### src/rtl/dram_sequencer.sv
// Job controller that loads a UART image into DRAM, runs the processor, then
// streams a DRAM window back out over UART, owning the single DRAM port throughout.
module dram_sequencer #(
    parameter int ADDR_W     = 16,
    parameter int LOAD_BYTES = 256,
    parameter int DUMP_BASE  = 0,
    parameter int DUMP_BYTES = 256
) (
    input  logic              clock,
    input  logic              reset,
    input  logic              start,
    input  logic              rx_valid,
    input  logic [7:0]        rx_data,
    input  logic              tx_ready,
    output logic              tx_valid,
    output logic [7:0]        tx_data,
    input  logic              processor_done,
    output logic              enable_processor,
    input  logic [ADDR_W-1:0] DRAM_address_processor,
    input  logic [7:0]        DRAM_output_data,
    input  logic              write_DRAM,
    output logic [ADDR_W-1:0] dram_address,
    output logic [7:0]        dram_wdata,
    output logic              dram_we,
    input  logic [7:0]        dram_rdata,
    output logic              busy,
    output logic              done,
    output logic [2:0]        state
);

    typedef enum logic [2:0] {
        IDLE     = 3'd0,
        LOAD     = 3'd1,
        RUN      = 3'd2,
        DUMP_RD  = 3'd3,
        DUMP_CAP = 3'd4,
        DUMP_TX  = 3'd5,
        DONE     = 3'd6
    } state_t;

    // Pointers carry one extra bit so a full 2^ADDR_W count is representable.
    localparam logic [ADDR_W:0]   LOAD_END  = (ADDR_W+1)'(LOAD_BYTES);
    localparam logic [ADDR_W:0]   DUMP_LAST = (ADDR_W+1)'(DUMP_BYTES - 1);
    localparam logic [ADDR_W:0]   PTR_ONE   = (ADDR_W+1)'(1);
    localparam logic [ADDR_W-1:0] BASE_ADDR = ADDR_W'(DUMP_BASE);
    localparam logic [ADDR_W-1:0] ADDR_ONE  = ADDR_W'(1);

    state_t            state_q;
    logic [ADDR_W:0]   load_ptr;
    logic [ADDR_W:0]   dump_ptr;
    logic [ADDR_W-1:0] seq_address;
    logic [7:0]        seq_wdata;
    logic              seq_we;

    always_ff @(posedge clock) begin
        if (reset) begin
            state_q          <= IDLE;
            load_ptr         <= '0;
            dump_ptr         <= '0;
            seq_address      <= '0;
            seq_wdata        <= '0;
            seq_we           <= 1'b0;
            tx_valid         <= 1'b0;
            tx_data          <= '0;
            enable_processor <= 1'b0;
            done             <= 1'b0;
        end else begin
            seq_we <= 1'b0;
            case (state_q)
                IDLE: begin
                    load_ptr <= '0;
                    dump_ptr <= '0;
                    if (start) state_q <= LOAD;
                end
                // The final byte's write cycle is still spent in LOAD; RUN follows it.
                LOAD: begin
                    if (load_ptr == LOAD_END) begin
                        state_q          <= RUN;
                        enable_processor <= 1'b1;
                    end else if (rx_valid) begin
                        seq_we      <= 1'b1;
                        seq_address <= load_ptr[ADDR_W-1:0];
                        seq_wdata   <= rx_data;
                        load_ptr    <= load_ptr + PTR_ONE;
                    end
                end
                RUN: begin
                    if (processor_done) begin
                        state_q          <= DUMP_RD;
                        enable_processor <= 1'b0;
                        seq_address      <= BASE_ADDR + dump_ptr[ADDR_W-1:0];
                    end
                end
                DUMP_RD: state_q <= DUMP_CAP;
                DUMP_CAP: begin
                    tx_data  <= dram_rdata;
                    tx_valid <= 1'b1;
                    state_q  <= DUMP_TX;
                end
                DUMP_TX: begin
                    if (tx_ready) begin
                        tx_valid <= 1'b0;
                        if (dump_ptr == DUMP_LAST) begin
                            state_q <= DONE;
                            done    <= 1'b1;
                        end else begin
                            dump_ptr    <= dump_ptr + PTR_ONE;
                            seq_address <= BASE_ADDR + dump_ptr[ADDR_W-1:0] + ADDR_ONE;
                            state_q     <= DUMP_RD;
                        end
                    end
                end
                DONE: begin
                    if (start) begin
                        state_q  <= LOAD;
                        done     <= 1'b0;
                        load_ptr <= '0;
                        dump_ptr <= '0;
                    end
                end
                default: state_q <= IDLE;
            endcase
        end
    end

    // The processor owns the DRAM port combinationally only while running.
    assign dram_address = (state_q == RUN) ? DRAM_address_processor : seq_address;
    assign dram_wdata   = (state_q == RUN) ? DRAM_output_data : seq_wdata;
    assign dram_we      = (state_q == RUN) ? write_DRAM : seq_we;

    assign busy  = (state_q != IDLE) && (state_q != DONE);
    assign state = state_q;

endmodule

### config.mk
export PLATFORM = sky130hd
export DESIGN_NAME = dram_sequencer
export DESIGN_NICKNAME = d
export VERILOG_FILES = /design/src/rtl/dram_sequencer.sv
export SDC_FILE = /design/constraint.sdc
export NUM_CORES = 1
export LEC_CHECK = 0
export BUFFER_PORTS_ARGS = -buffer_cell sky130_fd_sc_hd__buf_2
export CORE_ASPECT_RATIO = 0.5
export CORE_UTILIZATION = 52
export CTS_BUF_LIST = sky130_fd_sc_hd__clkbuf_4
export CTS_CLUSTER_SIZE = 8
export DETAILED_ROUTE_END_ITERATION = 10
export GPL_TIMING_DRIVEN = 0
export PLACE_DENSITY = 0.76
export SETUP_SLACK_MARGIN = 0.05
export SYNTH_ARGS = -nofsm -noshare
export SYNTH_HDL_FRONTEND = slang
export SYNTH_SLANG_ARGS = --single-unit
### constraint.sdc
create_clock -name clock -period 2 [get_ports clock]
set_input_delay 0.1 -clock clock [delete_from_list [all_inputs] [get_ports clock]]
set_output_delay 0.1 -clock clock [all_outputs]
set_load 0.01 [all_outputs]
==> results.ini <==
[outcome]
status=finished, final reports clean

[finish]
drive_gt1_frac=0.374
design_area_um2=6120
n_antenna_cell=0
final_cell_mix=88 x buf_2, 83 x nand2_1, 58 x dfxtp_1
final_common_cell=buf_2
area_growth_syn_to_layout_pct=41.9
nNetsFinal=758

[global_routing]
antenna_found_initial=0
grt_pass1_wl_mm=20.1
grt_start_max_net_pins=14
grt_pass1_vias=3979
grtUsageTotal=0.312
overflow=0

[route]
wirelength_mm=14.9
drc=0
wl_per_cell_um=18.1
num_vias=5065
antenna_left=0
vias_per_cell=6.14
dr.pass1.iters=6
drt_iter0_markers=711

[synthesis]
synth.largest_area_cell=dfxtp_1
yosys_warnings=0
synth.avg_cell_area_um2=7.76
synthTopCellsByArea=dfxtp_1 34%, nand2_1 9.1%, a21oi_1 5.9%
syn_inst=556
ys_seq_area_frac=0.339
synth_nets=606
syn_area_um2=4310
ys_ff_latch=73
ys_async_sr_fraction=0
synthFlopType=dfxtp_1
yosysTopAreaCellShare=0.339
synth_edf_count=0
synth_cell_types=67

[clock_network]
htreeDepth=3
cts-root-buf=clkbuf_4
cts_tree=built
clk-insertion-delay-late_ps=490
clkTransAtPathRegs_ps=130
cts.sinks=73
max-clock-path-buffers=2
numCtsBuffers=9

[power]
clockPowerShare=0.174
vdd_drop_max_v=0.000484
power_switching_mw=2.32
internal_power_mw=3.34
power_frac_comb=0.515
swShare=0.409
power_mw=5.66
power_density_nw_per_um2=924
pwr-share-seq=0.311
p_leak_nw=2.47

[die]
rows=23
die-area_um2=8680
start_util=0.537
die_y_um=66.4
die_w_um=131
core-area_um2=8030
boundaryPins=87

[critical_path]
cp_cell_sequence=buf_6, nor2_1, nand3_2, o21ai_4, and2_4, buf_6, a211oi_2
cp_max_fo=10
crit_type=flop to flop
crit_buf_inv=2
required_ps=2350
cp.arrival_ps=2330
crit_start=state[1]
critPathSlowestCell=dfxtp_4
critical_path.startpoint_type=flop
critical-path-top-delay-family=simple AND/OR/NAND/NOR gates
slowest_delay_ps=390
cpMostUsedCell=buf_6
regToRegStartpoint=state[1]
crit_path_end_kind=flop

[sta]
rsz0062_at_grt=true
finalSetupViolCount=0
maxClockFrequency_mhz=505
worst_pin_slew_ps=872
min_period_ps=1980
timing.slew.headroom=0.419
period_share=0.989
slew_violations=0
skew_ps=17.9
fin_ws_ps=21.6
final-hold-violation-count=0

[place]
place_area_um2=4880
place_congestion=0.924
numPortBuffers=86
dp_hpwl_mm=8.94
place_ws_ps=-303

[hold_path]
hp-class=primary input to flop
min-delay-start=dram_rdata[2]

[flow_run]
drv_cap=0

[tightest hold or removal path, delay by kind of cell]
family / cells / cell delay (ps)
simple gates: 1 / 70
mux: 1 / 50
buf+inv: 2 / 600
[per-stage QoR]
| step | cells | util | hold slack, ps | TNS, ps |
|---|---|---|---|---|
| after global placement | 754 | 0.608 | 332 | -7470 |
| after detailed placement | 754 | 0.608 | 343 | -8580 |
| final | 825 | 0.763 | 364 | 0 |
| after floorplan | 556 | - | 247 | 0 |
| after global routing | 825 | 0.763 | 370 | -126 |
| after CTS | 808 | 0.691 | 358 | 0 |
[final timing paths]
check,to,slack (ps),cells past startpoint
hold reg to reg,seq_address[10],490,2
setup / recovery,seq_address[6],20,7
hold / removal,tx_data[2],360,4
setup reg to reg,seq_address[6],20,7
[flip-flops by register name, summed over array words and instances, names as in the netlist, 3 cells and up]
register,cells
tx_data,8
load_ptr,17
seq_wdata,8
dump_ptr,17
state,3
seq_address,16
[metal layers]
metal	global-route usage	vias to the layer above	wire length, um
met5	0	-	0
met4	0.126	0	517
met3	0.108	71	1520
met2	0.469	297	6530
met1	0.406	2381	6330
li1	-	2316	-
[what timing repair did]
| item | 4_1_cts | 5_1_grt |
|---|---|---|
| gates resized for setup | 58 | 97 |
| setup buffers | 17 | 14 |
| hold endpoints to repair | 22 | 0 |
| setup endpoints to repair | 58 | 66 |
| hold buffers | 21 | 0 |
| pin swaps | 6 | 30 |
| gates cloned | 0 | 5 |
[synthesized netlist by cell type, types with 3 or more instances]
| cell type | instances |
|---|---|
| or4_1 | 4 |
| nand3b_1 | 3 |
| dfxtp_1 | 73 |
| a311oi_1 | 9 |
| o31ai_1 | 3 |
| nor4_2 | 4 |
| xnor2_1 | 11 |
| nor3_1 | 20 |
| a211oi_2 | 10 |
| ha_1 | 3 |
| a211oi_1 | 5 |
| nor2_1 | 42 |
| and4_1 | 6 |
| mux2i_1 | 20 |
| nor4_1 | 7 |
| buf_1 | 4 |
| clkbuf_2 | 3 |
| a221oi_1 | 4 |
| a21o_1 | 5 |
| a22o_1 | 3 |
| buf_6 | 3 |
| o21ai_0 | 20 |
| a21oi_1 | 51 |
| inv_1 | 12 |
| buf_2 | 22 |
| nand4_1 | 7 |
| or3_1 | 8 |
| a31oi_1 | 11 |
| clkbuf_1 | 13 |
| nor2b_1 | 3 |
| nand2_1 | 105 |
| nand3_1 | 18 |
[kinds of logic after synthesis]
family / share of synthesized area
compound gates: 0.213
mux: 0.0490
flops: 0.339
buf+inv: 0.0656
simple gates: 0.299
fa+ha+maj: 0.00870
xor+xnor: 0.0264
[area by class of cell]
type / instances / area, um^2
Multi-Input combinational cell: 424 / 2880
Fill cell: 549 / 1910
Sequential cell: 73 / 1500
Timing Repair Buffer: 143 / 1030
Buffer: 45 / 395
Tap cell: 112 / 140
Clock inverter: 7 / 71.3
Clock buffer: 9 / 67.6
Inverter: 12 / 47.5
[power by group through the flow]
stage	logic, mW	clock network, mW	registers (mW)
detailed placement	1.96	0	1.75
floorplan	1.35	0	1.74
global route	3.09	1.03	1.77
CTS	2.30	0.987	1.72
global placement	1.93	0	1.74
finish	2.92	0.983	1.76
(Power assumes the default switching activity.)
